**config.mk**
```make
export PLATFORM = sky130hd
export DESIGN_NAME = pipelined_adder_flat
export DESIGN_NICKNAME = d
export VERILOG_FILES = /design/src/rtl/adder_pkg.sv /design/src/rtl/pipelined_adder_if.sv /design/src/rtl/adder_segment.sv /design/src/rtl/pipelined_adder.sv /design/src/flat_wrapper.sv
export SDC_FILE = /design/constraint.sdc
export NUM_CORES = 1
export LEC_CHECK = 0
export CAP_MARGIN = 20
export CORE_MARGIN = 1
export CORE_UTILIZATION = 60
export CTS_CLUSTER_DIAMETER = 40
export DETAILED_ROUTE_END_ITERATION = 7
export GPL_TIMING_DRIVEN = 0
export PLACE_DENSITY = 0.84
export SLEW_MARGIN = 30
export SYNTH_ARGS = -nofsm -noshare
export SYNTH_HDL_FRONTEND = slang
export SYNTH_SLANG_ARGS = --single-unit
```
**constraint.sdc**
```tcl
create_clock -name clk -period 8.2 [get_ports clk]
set_input_delay 1.23 -clock clk [delete_from_list [all_inputs] [get_ports clk]]
set_output_delay 1.23 -clock clk [all_outputs]
set_load 0.01 [all_outputs]
```
**src/rtl/adder_pkg.sv**
```systemverilog
// Shared types and operand-encoding helpers for the pipelined adder.
package adder_pkg;

    typedef enum logic [1:0] {
        OP_ADD   = 2'b00,
        OP_ADD1  = 2'b01,
        OP_SUB   = 2'b10,
        OP_SUBM1 = 2'b11
    } op_t;

    // Widest operand eff_b can handle; callers zero-extend into this width.
    localparam int unsigned MAX_WIDTH = 128;

    function automatic logic carry_in(op_t op);
        return (op == OP_ADD1) || (op == OP_SUB);
    endfunction

    function automatic logic [MAX_WIDTH-1:0] eff_b(op_t op, logic [MAX_WIDTH-1:0] b);
        return ((op == OP_SUB) || (op == OP_SUBM1)) ? ~b : b;
    endfunction

endpackage

```
**src/rtl/pipelined_adder_if.sv**
```systemverilog
// Operand/result handshake bundle between a producer and the pipelined adder.
interface pipelined_adder_if
    import adder_pkg::*;
#(
    parameter int unsigned WIDTH = 32
);
    logic             in_valid;
    logic             in_ready;
    logic [WIDTH-1:0] a;
    logic [WIDTH-1:0] b;
    op_t              op;
    logic             out_valid;
    logic             out_ready;
    logic [WIDTH-1:0] sum;
    logic             cout;
    logic             overflow;
    logic             zero;

    modport master (
        output in_valid, a, b, op, out_ready,
        input  in_ready, out_valid, sum, cout, overflow, zero
    );

    modport slave (
        input  in_valid, a, b, op, out_ready,
        output in_ready, out_valid, sum, cout, overflow, zero
    );
endinterface

```
**src/rtl/adder_segment.sv**
```systemverilog
// SEG-bit ripple-carry segment; also exposes the carry into its top bit for overflow.
module adder_segment #(
    parameter int unsigned SEG = 8
) (
    input  logic [SEG-1:0] a,
    input  logic [SEG-1:0] b,
    input  logic           cin,
    output logic [SEG-1:0] s,
    output logic           cout,
    output logic           cmsb
);
    always_comb begin
        logic c;
        c    = cin;
        s    = '0;
        cmsb = 1'b0;
        for (int unsigned i = 0; i < SEG; i++) begin
            s[i] = a[i] ^ b[i] ^ c;
            if (i == SEG - 1) cmsb = c;
            c = (a[i] & b[i]) | (c & (a[i] ^ b[i]));
        end
        cout = c;
    end
endmodule

```
**src/rtl/pipelined_adder.sv**
```systemverilog
// Pipelined add/subtract: STAGES carry-chained segments with valid/ready on both sides
// and a synchronous flush.
module pipelined_adder
    import adder_pkg::*;
#(
    parameter int unsigned WIDTH  = 32,
    parameter int unsigned STAGES = 4
) (
    input  logic              clk,
    input  logic              reset_n,
    input  logic              flush,
    pipelined_adder_if.slave  bus
);
    localparam int unsigned SEG = WIDTH / STAGES;

    logic [STAGES-1:0]             v_q, v_d, adv;
    logic [STAGES-1:0][WIDTH-1:0]  s_q, s_d, a_q, a_d, b_q, b_d;
    logic [STAGES-1:0]             c_q, c_d;
    logic                          ovf_q, ovf_d, zero_q, zero_d;

    logic [STAGES-1:0][WIDTH-1:0]  src_a, src_b, src_s;
    logic [STAGES-1:0]             src_c;
    logic [STAGES-1:0][SEG-1:0]    seg_sum;
    logic [STAGES-1:0]             seg_cout, seg_cmsb;
    logic [MAX_WIDTH-1:0]          b_ext, b_eff;
    logic                          accept;
    logic                          unused_bits;

    // Stall chain: a stage moves when it is empty or its successor moves.
    always_comb begin
        adv = '0;
        for (int unsigned k = STAGES; k > 0; k--) begin
            if (k == STAGES) adv[k-1] = !v_q[k-1] || bus.out_ready;
            else             adv[k-1] = !v_q[k-1] || adv[k];
        end
    end

    assign bus.in_ready = adv[0] && !flush;
    assign accept       = bus.in_valid && bus.in_ready;

    always_comb begin
        b_ext             = '0;
        b_ext[WIDTH-1:0]  = bus.b;
        b_eff             = eff_b(bus.op, b_ext);
        src_a             = '0;
        src_b             = '0;
        src_s             = '0;
        src_c             = '0;
        src_a[0]          = bus.a;
        src_b[0]          = b_eff[WIDTH-1:0];
        src_c[0]          = carry_in(bus.op);
        for (int unsigned k = 1; k < STAGES; k++) begin
            src_a[k] = a_q[k-1];
            src_b[k] = b_q[k-1];
            src_s[k] = s_q[k-1];
            src_c[k] = c_q[k-1];
        end
    end

    for (genvar g = 0; g < STAGES; g++) begin : g_seg
        adder_segment #(.SEG(SEG)) u_seg (
            .a    (src_a[g][g*SEG +: SEG]),
            .b    (src_b[g][g*SEG +: SEG]),
            .cin  (src_c[g]),
            .s    (seg_sum[g]),
            .cout (seg_cout[g]),
            .cmsb (seg_cmsb[g])
        );
    end

    // Data registers only load on advance, so a stalled output stays stable.
    always_comb begin
        v_d    = v_q;
        s_d    = s_q;
        a_d    = a_q;
        b_d    = b_q;
        c_d    = c_q;
        ovf_d  = ovf_q;
        zero_d = zero_q;
        for (int unsigned k = 0; k < STAGES; k++) begin
            if (adv[k]) begin
                if (k == 0) v_d[k] = accept;
                else        v_d[k] = v_q[k-1];
                s_d[k]                 = src_s[k];
                s_d[k][k*SEG +: SEG]   = seg_sum[k];
                a_d[k]                 = src_a[k];
                b_d[k]                 = src_b[k];
                c_d[k]                 = seg_cout[k];
            end
        end
        if (adv[STAGES-1]) begin
            ovf_d  = seg_cmsb[STAGES-1] ^ seg_cout[STAGES-1];
            zero_d = (s_d[STAGES-1] == '0);
        end
        if (flush) v_d = '0;
    end

    always_ff @(posedge clk or negedge reset_n) begin
        if (!reset_n) begin
            v_q    <= '0;
            s_q    <= '0;
            a_q    <= '0;
            b_q    <= '0;
            c_q    <= '0;
            ovf_q  <= 1'b0;
            zero_q <= 1'b0;
        end else begin
            v_q    <= v_d;
            s_q    <= s_d;
            a_q    <= a_d;
            b_q    <= b_d;
            c_q    <= c_d;
            ovf_q  <= ovf_d;
            zero_q <= zero_d;
        end
    end

    assign bus.out_valid = v_q[STAGES-1];
    assign bus.sum       = s_q[STAGES-1];
    assign bus.cout      = c_q[STAGES-1];
    assign bus.overflow  = ovf_q;
    assign bus.zero      = zero_q;

    // Consumed low operand bits and the last stage's operand copies are dead by design.
    assign unused_bits = ^{a_q, b_q, b_eff};

endmodule

```
**src/flat_wrapper.sv**
```systemverilog
// flat-port wrapper written by rule: the top's interface ports become plain ports
module pipelined_adder_flat import adder_pkg::*;
#(
    parameter int unsigned WIDTH  = 32,
    parameter int unsigned STAGES = 4
)
  (clk, reset_n, flush, bus_in_valid, bus_a, bus_b, bus_op, bus_out_ready, bus_in_ready, bus_out_valid, bus_sum, bus_cout, bus_overflow, bus_zero);
  pipelined_adder_if #(.WIDTH(WIDTH)) bus_i ();
  input  logic clk;
  input  logic reset_n;
  input  logic flush;
  input wire logic [$bits(bus_i.in_valid)-1:0] bus_in_valid;
  input wire logic [$bits(bus_i.a)-1:0] bus_a;
  input wire logic [$bits(bus_i.b)-1:0] bus_b;
  input wire logic [$bits(bus_i.op)-1:0] bus_op;
  input wire logic [$bits(bus_i.out_ready)-1:0] bus_out_ready;
  output wire logic [$bits(bus_i.in_ready)-1:0] bus_in_ready;
  output wire logic [$bits(bus_i.out_valid)-1:0] bus_out_valid;
  output wire logic [$bits(bus_i.sum)-1:0] bus_sum;
  output wire logic [$bits(bus_i.cout)-1:0] bus_cout;
  output wire logic [$bits(bus_i.overflow)-1:0] bus_overflow;
  output wire logic [$bits(bus_i.zero)-1:0] bus_zero;
  assign bus_i.in_valid = bus_in_valid;
  assign bus_i.a = bus_a;
  assign bus_i.b = bus_b;
  assign bus_i.op = bus_op;
  assign bus_i.out_ready = bus_out_ready;
  assign bus_in_ready = bus_i.in_ready;
  assign bus_out_valid = bus_i.out_valid;
  assign bus_sum = bus_i.sum;
  assign bus_cout = bus_i.cout;
  assign bus_overflow = bus_i.overflow;
  assign bus_zero = bus_i.zero;
  pipelined_adder #(.WIDTH(WIDTH), .STAGES(STAGES)) u_core (.clk(clk), .reset_n(reset_n), .flush(flush), .bus(bus_i));
endmodule
```
==> metrics <==
gpl congestion=~0.8; unrepaired setup endpoints after global routing=no; Max Slew Vio Count=0; Reg2Reg Depth=13; Post-CTS Hold Fix Bufs=0; maximum number of pins on one net before global-route repair=77; vias per cell=between 5 and 6; # diodes=0; GRT overflow=0; switching power=0.709 mW; CTS max path bufs=2; Yosys warning count=0; f_max=178 MHz; CP Max Fanout=10; setup_tns=0 ps; filler cell count=787; Final Hold Violating Endpoints=0; Setup crit start kind=input port; Root Driver=clkbuf_16; initial DRC count=259; combinational power share=22.4%; CP Capture Type=register; data required time at the worst endpoint=8520 ps; post-CTS sizing=0; PD cells=262 nW/um^2; Clk Latency, worst-skew pair=430 ps; first-pass GRT wire length=28200 um; vias in the first global route=around 5500; GRT Overall Usage=26.1%; Sw Ratio=between 20% and 30%; die span in x=120 um; worst rel slew slack=65.7%; Core ar.=13400 um^2; Final nets=887; min Tclk post-route=5610 ps; worst r2r dst=u_core.bus.zero; CP Launch Point=bus_op[0]; final setup violating endpoints=0; P&R area growth vs syn=23.7%; Critical Path AT=5930 ps; Post-CTS Setup Bufs=0; cell area after synthesis=8350 um^2; slew of the pin with the lowest slew margin=508 ps; input/output buffers=107; TritonCTS Buffers=17; # IOs=roughly 110; Hold EP=u_core.a_q[61]; Hold Path Depth=2; Worst-path clk slew=70 ps; Net Count, Synth=759; fin crit share=68.4%; commonest non-fill, non-tap cells in the layout=dfrtp_1, nand2_1, clkdlybuf4s50_1; Int Pwr=1.99 mW; WL final=16900 um; Initial Util=62.3%; layout cell share with drive strength beyond 1=roughly a quarter; share of the yosys chip area belonging to registers=55.8%; chip height=120 um; Distinct cells, synth=30; Power Total=2.70 mW; Post-DP HPWL=12500 um; antenna-violating nets left=0; number of cell rows=42; Reg2Reg Setup Slack=3440 ps; initial antenna violation count=0; most common cell after layout, fill and taps aside=dfrtp_1; flops & latches, synth=186; # Max-Cap Violations=0; CTS tree=done; Avg Inst Size Synth=about 13 um^2; DRC=0; TritonCTS Sinks=approximately 190; outcome=finished, final reports clean; H-Tree Depth=4; Static Leak=around 4.7 nW; Mapped Cells=654; die area=~14000 um^2; DR WL/cell=between 15 and 20 um; PnR worst setup slack=2590 ps; HP Start=u_core.a_q[61]; Hold Path Class=reg2reg; Setup CP Type=in2reg; Clock power frac=31.7%; Post-Place Worst Slack=between 2000 and 2500 ps; Critical R2R Launch=u_core.c_q[2]; Seq pwr share=46.0%; vias post-DR=5104; maximum vdd drop=0.153 mV; Fin Clk Skew=7.08 ps; drt pass-1 iters=4; Util after Layout=roughly 77%
==> layer usage <==
layer / GRT usage (%) / up-vias / part of all wire [%]
met1: 32.9 / 2568 / 42
met5: 0 / - / 0
li1: - / 2350 / -
met3: 4.75 / 41 / 3.8
met2: 44.2 / 145 / 51
met4: 11.6 / 0 / 2.8
==> critical path, cell delays in order <==
cell	delay, ps
clkdlybuf4s50_1	480
inv_1	60
ha_1	210
nor2_2	260
buf_2	340
xnor2_1	180
fa_1	210
fa_1	170
inv_1	50
fa_1	380
fa_1	390
fa_1	390
fa_1	380
fa_1	380
inv_1	80
fa_1	420
mux2_2	280
==> worst max-delay path by stage <==
stage,to,cells after the start,slack (ps)
6_report,u_core.s_q[7],17,2590
4_1_cts,u_core.s_q[7],17,2590
2_1_floorplan,u_core.s_q[7],16,3040
3_3_place_gp,u_core.bus.sum[24],1,-1120
5_1_grt,u_core.s_q[7],17,2360
3_5_place_dp,u_core.s_q[7],17,2180
==> area by class of cell <==
| type | count | area (um^2) | share of cell area, % |
|---|---|---|---|
| buffer | 62 | 417 | 4.04 |
| clock buffer | 19 | 433 | 4.19 |
| clock inverter | 13 | 191 | 1.85 |
| inverter | 28 | 105 | 1.02 |
| multi-input combinational | 378 | 3170 | 30.7 |
| sequential | 186 | 4650 | 45.1 |
| tap | 176 | 220 | 2.13 |
| timing repair buffer | 109 | 1130 | 11.0 |
==> stage by stage <==
step / std cells / hold WS [ps] / instance area, um^2
after floorplan: 654 / 433 / 8350
after global placement: 937 / 449 / 9640
after detailed placement: 939 / 456 / 9700
after CTS: 971 / 471 / 10300
after global routing: 971 / 495 / 10300
final: 971 / 467 / 10300
==> registers in the layout (all words and copies together), names as in the netlist <==
| name | flops |
|---|---|
| u_core.a_q | 48 |
| u_core.b_q | 48 |
| u_core.bus.overflow | 1 |
| u_core.bus.sum | 32 |
| u_core.bus.zero | 1 |
| u_core.c_q | 4 |
| u_core.s_q | 48 |
| u_core.v_q | 4 |
==> power by group through the flow <==
stage	registers [mW]	logic [mW]	clock network [mW]
finish	1.24	0.604	0.856
global route	1.26	0.659	0.904
CTS	1.24	0.611	0.861
detailed placement	1.26	0.601	0
global placement	1.24	0.571	0
floorplan	1.20	0.352	0
==> kinds of logic (layout without fill, tap and decap cells) <==
kind of cell | Yosys count | after routing | share of synthesized area, %
AO/OA/AOI/OAI | 22 | 22 | 1.35
multiplexers | 120 | 120 | 16.8
flip-flops | 186 | 186 | 55.8
AND/OR/NAND/NOR | 169 | 169 | 8.40
XOR/XNOR | 33 | 33 | 3.46
adder cells (fa/ha/maj) | 34 | 34 | 7.98
buffers and inverters | 90 | 231 | 6.25
==> Yosys cell counts <==
cell / number / area, um^2
and4b_1: 1 / 10.0
nand2_4: 1 / 11.3
nand3b_1: 1 / 7.51
o31ai_1: 1 / 7.51
dfrtp_1: 186 / 4650
nand4b_1: 1 / 8.76
mux2_4: 14 / 210
nand3_1: 5 / 25.0
mux2_2: 104 / 1170
nor4_1: 7 / 43.8
ha_1: 2 / 25.0
nand2_1: 135 / 507
clkbuf_1: 7 / 26.3
xor2_1: 7 / 61.3
inv_1: 28 / 105
buf_4: 32 / 240
nor2_2: 1 / 6.26
mux2i_1: 2 / 20.0
o21ai_0: 13 / 65.1
nor2_1: 12 / 45.0
a21oi_1: 8 / 40.0
nor4b_1: 1 / 8.76
nand4_1: 2 / 12.5
nor2b_1: 1 / 6.26
fa_1: 32 / 641
buf_2: 15 / 75.1
buf_6: 6 / 67.6
and2_4: 1 / 8.76
buf_1: 2 / 7.51
xnor2_1: 26 / 228
Power figures use the tool's default switching activity.
